--- config.mk ---
export PLATFORM = sky130hd
export DESIGN_NAME = ioctl_sdram_loader
export DESIGN_NICKNAME = d
export VERILOG_FILES = /design/src/rtl/ioctl_sdram_loader.sv
export SDC_FILE = /design/constraint.sdc
export NUM_CORES = 1
export LEC_CHECK = 0
export CAP_MARGIN = 20
export CORE_AREA = 3 3 114 116
export CTS_BUF_LIST = sky130_fd_sc_hd__clkbuf_8 sky130_fd_sc_hd__clkbuf_16
export DETAILED_ROUTE_END_ITERATION = 12
export DIE_AREA = 0 0 117 119
export DONT_BUFFER_PORTS = 1
export PLACE_DENSITY = 0.69
export SYNTH_ARGS = -nofsm -noshare
export SYNTH_HDL_FRONTEND = slang
export SYNTH_SLANG_ARGS = --single-unit
--- constraint.sdc ---
create_clock -name clk_sys -period 6.2 [get_ports clk_sys]
set_input_delay 1.86 -clock clk_sys [delete_from_list [all_inputs] [get_ports clk_sys]]
set_output_delay 1.86 -clock clk_sys [all_outputs]
set_load 0.01 [all_outputs]
--- src/rtl/ioctl_sdram_loader.sv ---
// ioctl download -> byte-wide sdram write sequencer with CPU bus passthrough.
// Ports: clk_sys/reset (sync, active-high); ioctl_* download stream in;
// cpu_* SRAM-style bus in; ram_ready in; ram_addr/ram_din/ram_we/ram_rd out;
// cpu_wait, load_done (pulse), overflow (sticky) out.
// Optional: define LOADER_CSUM_EN to add csum[7:0] (sum of written bytes).
module ioctl_sdram_loader #(
  parameter int unsigned       ADDR_W     = 23,
  parameter int unsigned       FIFO_DEPTH = 4,
  parameter logic [ADDR_W-1:0] BASE_ADDR  = '0
) (
  input  logic              clk_sys,
  input  logic              reset,
  input  logic              ioctl_download,
  input  logic              ioctl_wr,
  input  logic [ADDR_W-1:0] ioctl_addr,
  input  logic [7:0]        ioctl_dout,
  input  logic [ADDR_W-1:0] cpu_addr,
  input  logic [7:0]        cpu_din,
  input  logic              cpu_we_n,
  input  logic              cpu_oe_n,
  input  logic              ram_ready,
`ifdef LOADER_CSUM_EN
  output logic [7:0]        csum,
`endif
  output logic [ADDR_W-1:0] ram_addr,
  output logic [7:0]        ram_din,
  output logic              ram_we,
  output logic              ram_rd,
  output logic              cpu_wait,
  output logic              load_done,
  output logic              overflow
);

  localparam int unsigned PW = (FIFO_DEPTH > 2) ? $clog2(FIFO_DEPTH) : 1;
  localparam logic [PW:0] FULL_CNT = (PW+1)'(FIFO_DEPTH);

  typedef enum logic [2:0] {
    S_IDLE, S_LOAD, S_WRITE, S_FLUSH, S_DONE
  } state_t;

  state_t            state_q, state_d;
  logic [PW-1:0]     wr_ptr_q, wr_ptr_d;
  logic [PW-1:0]     rd_ptr_q, rd_ptr_d;
  logic [PW:0]       cnt_q, cnt_d;
  logic              dl_q, dl_d;
  logic              ram_we_q, ram_we_d;
  logic [ADDR_W-1:0] ram_addr_q, ram_addr_d;
  logic [7:0]        ram_din_q, ram_din_d;
  logic              load_done_q, load_done_d;
  logic              overflow_q, overflow_d;
`ifdef LOADER_CSUM_EN
  logic [7:0]        csum_q, csum_d;
`endif

  logic [ADDR_W+7:0] mem_q [FIFO_DEPTH];
  logic [ADDR_W+7:0] head;

  logic rise, push, pop, full, empty, accept;

  always_comb begin
    rise   = ioctl_download & ~dl_q;
    push   = ioctl_download & ioctl_wr;
    pop    = (state_q == S_WRITE) & ram_we_q & ram_ready;
    full   = (cnt_q == FULL_CNT);
    empty  = (cnt_q == '0);
    // A full FIFO still takes the byte when the head leaves this cycle.
    accept = push & (~full | pop);
    head   = mem_q[rd_ptr_q];
  end

  always_comb begin
    state_d = state_q;
    unique case (state_q)
      S_IDLE:  if (rise) state_d = S_LOAD;
      S_LOAD: begin
        if (!empty)               state_d = S_WRITE;
        else if (!ioctl_download) state_d = S_FLUSH;
      end
      S_WRITE: if (pop) state_d = S_LOAD;
      S_FLUSH: begin
        if (ioctl_download) state_d = S_LOAD;
        else if (!empty)    state_d = S_WRITE;
        else                state_d = S_DONE;
      end
      S_DONE:  state_d = rise ? S_LOAD : S_IDLE;
      default: state_d = S_IDLE;
    endcase
  end

  always_comb begin
    dl_d     = ioctl_download;
    wr_ptr_d = accept ? wr_ptr_q + PW'(1) : wr_ptr_q;
    rd_ptr_d = pop ? rd_ptr_q + PW'(1) : rd_ptr_q;
    cnt_d    = cnt_q;
    if (accept && !pop)      cnt_d = cnt_q + 1'b1;
    else if (!accept && pop) cnt_d = cnt_q - 1'b1;

    ram_we_d    = (state_d == S_WRITE);
    load_done_d = (state_d == S_DONE);

    // Latch the FIFO head only on entry to WRITE.
    ram_addr_d = ram_addr_q;
    ram_din_d  = ram_din_q;
    if (state_q != S_WRITE && state_d == S_WRITE) begin
      ram_addr_d = head[ADDR_W+7:8];
      ram_din_d  = head[7:0];
    end

    overflow_d = rise ? 1'b0 : overflow_q;
    if (push && !accept) overflow_d = 1'b1;

`ifdef LOADER_CSUM_EN
    csum_d = rise ? 8'h00 : csum_q;
    if (pop) csum_d = csum_d + ram_din_q;
`endif
  end

  always_ff @(posedge clk_sys) begin
    if (accept)
      mem_q[wr_ptr_q] <= {ioctl_addr + BASE_ADDR, ioctl_dout};
  end

  always_ff @(posedge clk_sys) begin
    if (reset) begin
      state_q     <= S_IDLE;
      wr_ptr_q    <= '0;
      rd_ptr_q    <= '0;
      cnt_q       <= '0;
      dl_q        <= 1'b0;
      ram_we_q    <= 1'b0;
      ram_addr_q  <= '0;
      ram_din_q   <= '0;
      load_done_q <= 1'b0;
      overflow_q  <= 1'b0;
`ifdef LOADER_CSUM_EN
      csum_q      <= '0;
`endif
    end else begin
      state_q     <= state_d;
      wr_ptr_q    <= wr_ptr_d;
      rd_ptr_q    <= rd_ptr_d;
      cnt_q       <= cnt_d;
      dl_q        <= dl_d;
      ram_we_q    <= ram_we_d;
      ram_addr_q  <= ram_addr_d;
      ram_din_q   <= ram_din_d;
      load_done_q <= load_done_d;
      overflow_q  <= overflow_d;
`ifdef LOADER_CSUM_EN
      csum_q      <= csum_d;
`endif
    end
  end

  // DONE already releases the CPU so cpu_wait falls with the load_done pulse.
  always_comb begin
    cpu_wait  = (state_q != S_IDLE) && (state_q != S_DONE);
    load_done = load_done_q;
    overflow  = overflow_q;
    if (state_q == S_IDLE) begin
      ram_addr = cpu_addr;
      ram_din  = cpu_din;
      ram_we   = ~cpu_we_n;
      ram_rd   = ~cpu_oe_n;
    end else begin
      ram_addr = ram_addr_q;
      ram_din  = ram_din_q;
      ram_we   = ram_we_q;
      ram_rd   = 1'b0;
    end
`ifdef LOADER_CSUM_EN
    csum = csum_q;
`endif
  end

endmodule

==> impl_metrics.toml, run 1 <==
[route]
routed_via_count_divided_by_cell_count = 6.05
dr.pass1.iters = 4
route.antenna.remaining_nets = 0
drt-wirelength-per-cell_um = 22.2
top_layer_used = "met4"
detailed_route_via_count = 3106
met3_wirelength_um = 674
drc_errors = 0
met1_length_mm = 4.85
drt_first_iter_violations = 156
finalWirelength_mm = 11.4
detailroute.wirelength.met2_mm = 5.68

[cts]
clkTransAtPathRegs_ns = 0.06
cts_max_level = 4
cts.sinks = 169
clock_latency_reported_for_the_late_side_of_the_worst_skew_pair_ns = 0.42
clock-root-buffer = "clkbuf_16"
cts_max_path_buffers = 2
post_cts_hold_fix_bufs = 0
post_cts.resized_instances = 0
post_cts.repair.setup_buffers = 0
cts_inserted_buffers = 17
tritoncts = "done"

[timing]
finalSetupTns_ns = 0
maxSlewViolCount = 0
worst_pin_slew_ns = 0.938
period_minus_slack_ns = 4.29
holdWs_ns = 0.472
final-setup-viol-count = 0
grt_setup_unrepaired = "no"
relSlewSlack = 0.375
final_hold_viol_count = 0
post-route-period-util = 0.692
fmax_ghz = 0.233
fin_worst_skew_ns = 0.00566

[setup_path]
startpoint_type = "flip-flop"
timing.critical_path.to_type = "primary output"
timing.critical_path.slowest_stage_cell = "nor3_4"
timing_worst_setup_path_type = "reg2out"
required_ns = 4.34
critPathArrivalTime_ns = 2.43
critPathMaxStageDelay_ns = 0.75
cp_max_fo = 19
cp_cell_sequence = "nor3_4 -> buf_4 -> mux2_2"

[final_layout]
layout.cells.most_common = "edfxtp_1"
drive_above_1_share = 0.295
final_net_count = 428
most-common-layout-cells = "124 x edfxtp_1, 43 x dfxtp_1, 31 x mux4_2, 31 x a22o_1, 25 x mux2_2"
insertedDiodeCount = 0
synth_to_final_area_change_pct = 10.9

[synth]
synth_nets = 427
post_synthesis_sequential_area_ratio = 0.701
synth_ff_type = "edfxtp_1"
synth_enable_flop_cells = 124
synth_seq_cells = 169
post_synth.cell_area_avg_um2 = 18.7
netlist-cell-type-count = 43
synth_warn = 0
synthCells = 352
synthesis.area_um2 = 6590
synth-async-reset-ratio = 0

[die]
initial_utilization = 0.549
core_area_um2 = 12000
floorplan.rows = 40
die_w_um = 117
die_y_um = 119
total_die_area_um2 = 13900
ios = 105

[global_routing]
grt_first_pass_wirelength_mm = 17.8
grt.total_usage = 0.176
grt_overflow = 0
number_of_antenna_violations_at_the_first_check_in_global_routing = 0
grt_pass1_vias = 3233
largest_net_degree_at_the_start_of_global_routing = 33

[job]
cap_violations = 0

[place]
io_buffers = 0
finalWeightedCongestion = 0.734
hpwlAfterDp_mm = 6.65

[outcome]
outcome = "finished clean"

[power_and_ir_drop]
vdd_ir_drop_max_uv = 185
power_per_cell_area_nw_per_um2 = 348
p_leak_uw = 0.00242

[hold_path]
hold_class = "reg2reg"
## final cells by class
cell class	count	area, um2
fill	861	4700
sequential	169	4630
multi-input combinational	158	1830
clock buffer	20	489
tap	147	184
clock inverter	12	144
timing repair buffer	3	22.5
inverter	4	15.0
## final timing paths
path,slack (ns),start,depth (start not counted),end
worst max-delay path,1.91,state_q[0],3,ram_addr[20]
worst min-delay path,0.47,ram_addr_q[16],1,ram_addr_q[16]
worst min register to register,0.47,ram_addr_q[16],1,ram_addr_q[16]
worst max register to register,3.52,state_q[1],9,cnt_q[2]
## sequential cells by signal, summed over array words and instances, names as in the netlist
signal,cells
ram_din_q,8
state_q,3
mem_q,124
wr_ptr_q,2
cnt_q,3
rd_ptr_q,2
overflow,1
load_done,1
ram_addr_q,23
ram_we_q,1
dl_q,1
## cells by family after synthesis
family,Yosys count,share of synthesized area
AOI/OAI and AO/OA,42,0.0541
adders and majority gates,7,0.0142
and+or+nand+nor,39,0.0364
buffers and inverters,25,0.0226
xor gates and xnor gates,4,0.00531
muxes,66,0.166
DFF,169,0.701
## synth_stat cells, types with 2 or more instances
cell type    n  area share
a21oi_1      4      0.0030
a22o_1      31       0.041
and2_1       4      0.0038
buf_1        2      0.0011
buf_2        7      0.0053
buf_4        4      0.0046
buf_6        4      0.0068
clkbuf_1     3      0.0017
dfxtp_1     45        0.14
edfxtp_1   124        0.56
ha_1         5      0.0095
inv_1        4      0.0023
mux2_1       7       0.012
mux2_2      25       0.043
mux2i_1      2      0.0030
mux4_2      31        0.11
nand2_1      7      0.0040
nand2b_1     2      0.0019
nor2_1      10      0.0057
nor3_4       2      0.0049
nor4b_1      2      0.0027
o21ai_0      2      0.0015
or2_2        2      0.0019
xor2_1       4      0.0053
## power by group
| group | total [uW] | internal (uW) | switching [uW] |
|---|---|---|---|
| registers | 1270 | 1250 | 20.9 |
| logic | 175 | 78.0 | 97.0 |
| clock network | 1100 | 688 | 412 |
| total | 2550 | 2020 | 530 |
## layer usage
layer	global-route usage	up-vias
li1	-	1416
met1	0.225	1587
met2	0.276	89
met3	0.0615	14
met4	0.0703	0
met5	0	-
## critical path, delay by kind of cell, from the launching register on
family / cells / cell delay (ns)
simple gates: 1 / 0.75
mux: 1 / 0.42
flops: 1 / 0.41
buf+inv: 1 / 0.41
## metrics by stage
stage / area [um2] / total power, uW / utilization / setup WS [ns] / cells
global placement: 6680 / 1470 / 0.556 / 2.08 / 481
finish: 7310 / 2550 / 0.609 / 1.91 / 513
CTS: 7310 / 2570 / 0.609 / 1.85 / 513
floorplan: 6590 / 1440 / - / 2.13 / 352
global route: 7310 / 2630 / 0.609 / 1.77 / 513
detailed placement: 6680 / 1470 / 0.556 / 2.08 / 481
No activity file was read; power rests on OpenSTA's default activity.
==> run 2: changes to the inputs <==
Settings changed: PLACE_DENSITY 0.69 to 0.72.
Clock period 6.2 ns to 3.9 ns, I/O delays scaled along.
==> run 2 against run 1 <==
- cell area grew 0.56%
- total power up 58%
- setup slack lost 1.0 ns
- routed wire length increased by 4.2%
- critical endpoint is now ram_addr[19]
- final cell count up 1.6%
- sequential power grew 59%
- flip-flop and latch count unchanged
- count of clock-buffer cells in the layout did not move
- combinational power is 62% higher
- die area unchanged
- clock power is 55% higher
==> impl_metrics.toml, run 2 (synthesis results as in run 1) <==
[setup_path]
required_ns = 2.73
critPathArrivalTime_ns = 1.82
timing.critical_path.slowest_stage_cell = "dfxtp_1"
cp_max_fo = 18
timing.rr.start = "state_q[1]"
worst_path_dominant_cell_family = "flip-flops"
timing.critical_path.to_type = "primary output"
cp_cell_sequence = "nor3_4 -> buf_4 -> mux2_2"
critPathMaxStageDelay_ns = 0.45
crit_path_start = "state_q[1]"
startpoint_type = "flip-flop"
timing_worst_setup_path_type = "reg2out"
cp_num_buf_inv = 1

[timing]
grt_setup_unrepaired = "no"
finalSetupTns_ns = 0
relSlewSlack = 0.380
final_hold_viol_count = 0
maxSlewViolCount = 0
period_minus_slack_ns = 2.99
final-setup-viol-count = 0
fmax_ghz = 0.335
post-route-period-util = 0.766
fin_worst_skew_ns = 0.00879
worst_pin_slew_ns = 0.930

[cts]
post_cts_hold_fix_bufs = 0
post_cts.resized_instances = 0
cts_max_level = 4
clkTransAtPathRegs_ns = 0.06
cts_max_path_buffers = 2
clock_latency_reported_for_the_late_side_of_the_worst_skew_pair_ns = 0.42
clock-root-buffer = "clkbuf_16"
cts_inserted_buffers = 17
post_cts.repair.setup_buffers = 0
tritoncts = "done"
cts.sinks = 169

[final_layout]
filler_instances = 867
synth_to_final_area_change_pct = 11.5
layout.cells.most_common = "edfxtp_1"
insertedDiodeCount = 0
final_net_count = 436
ff_latch_area_um2 = 4630
final_cell_area_um2 = 7350
largest_reg_flops = 124
multi_input_area_um2 = 1830
registers.top_by_ff_count = "mem_q"
drive_above_1_share = 0.310
most-common-layout-cells = "124 x edfxtp_1, 43 x dfxtp_1, 31 x mux4_2, 31 x a22o_1, 25 x mux2_2"
reg_top3 = "mem_q (124), ram_addr_q (23), ram_din_q (8)"

[route]
detailed_route_via_count = 3128
drt-wirelength-per-cell_um = 22.7
dr.pass1.iters = 4
drt_first_iter_violations = 216
drc_errors = 0
routed_via_count_divided_by_cell_count = 6.00
route.antenna.remaining_nets = 0
finalWirelength_mm = 11.8

[die]
die_w_um = 117
die_y_um = 119
total_die_area_um2 = 13900
initial_utilization = 0.549
floorplan.rows = 40
ios = 105
core_area_um2 = 12000

[power_and_ir_drop]
power_per_cell_area_nw_per_um2 = 546
p_leak_uw = 0.00245
vdd_ir_drop_max_uv = 395

[place]
io_buffers = 0
postPlaceCellArea_um2 = 6740
hpwlAfterDp_mm = 7.52
finalWeightedCongestion = 0.746

[global_routing]
grt.total_usage = 0.184
grt_overflow = 0
grt_first_pass_wirelength_mm = 18.6
grt_pass1_vias = 3246
largest_net_degree_at_the_start_of_global_routing = 33
number_of_antenna_violations_at_the_first_check_in_global_routing = 0

[outcome]
outcome = "finished clean"

[job]
cap_violations = 0

[hold_path]
min-delay-start = "ram_addr_q[8]"
hold_class = "reg2reg"
-- run 2: changes by cell type in the layout (fill, tap and decap cells not counted) --
cell and delta:
buf_4 +8, clkbuf_16 -2, clkbuf_8 +2, clkinv_1 +1
clkinv_2 -1, clkinv_4 +1, inv_1 -1
-- run 2: report_power, final --
group	internal (uW)	switching (uW)	leakage [uW]	total, uW
Sequential	1990	34.5	0.00149	2020
Clock	1050	656	0.000297	1710
Combinational	129	155	0.000663	283
Total	3170	845	0.00245	4020
-- run 2: final cells by class --
cell class,instances,area share
sequential,169,0.629
multi-input combinational,158,0.249
clock buffer,20,0.0635
tap,147,0.0250
clock inverter,12,0.0201
timing repair buffer,11,0.0112
inverter,4,0.00204
-- run 2: path summary, 6_finish.rpt --
path / endpoint / slack [ns] / cells after the start
max reg2reg: cnt_q[2] / 1.16 / 9
min: ram_addr_q[8] / 0.47 / 1
max: ram_addr[19] / 0.91 / 3
min reg2reg: ram_addr_q[8] / 0.47 / 1
-- run 2: metal layers --
metal,vias to the layer above,global-route usage,routed length [um]
met4,0,0.0703,196
met1,1587,0.237,4840
met3,15,0.0650,839
met5,-,0,0
met2,103,0.286,5970
li1,1423,-,-
-- run 2: through the flow --
stage | utilization | power [uW] | hold WS [ns] | cells | setup WS, ns
after floorplan | - | 2290 | 0.435 | 352 | 0.837
after global placement | 0.561 | 2340 | 0.457 | 489 | 0.756
after detailed placement | 0.561 | 2350 | 0.460 | 489 | 0.685
after CTS | 0.612 | 4050 | 0.474 | 521 | 0.881
after global routing | 0.612 | 4150 | 0.495 | 521 | 0.808
final | 0.612 | 4020 | 0.470 | 521 | 0.912
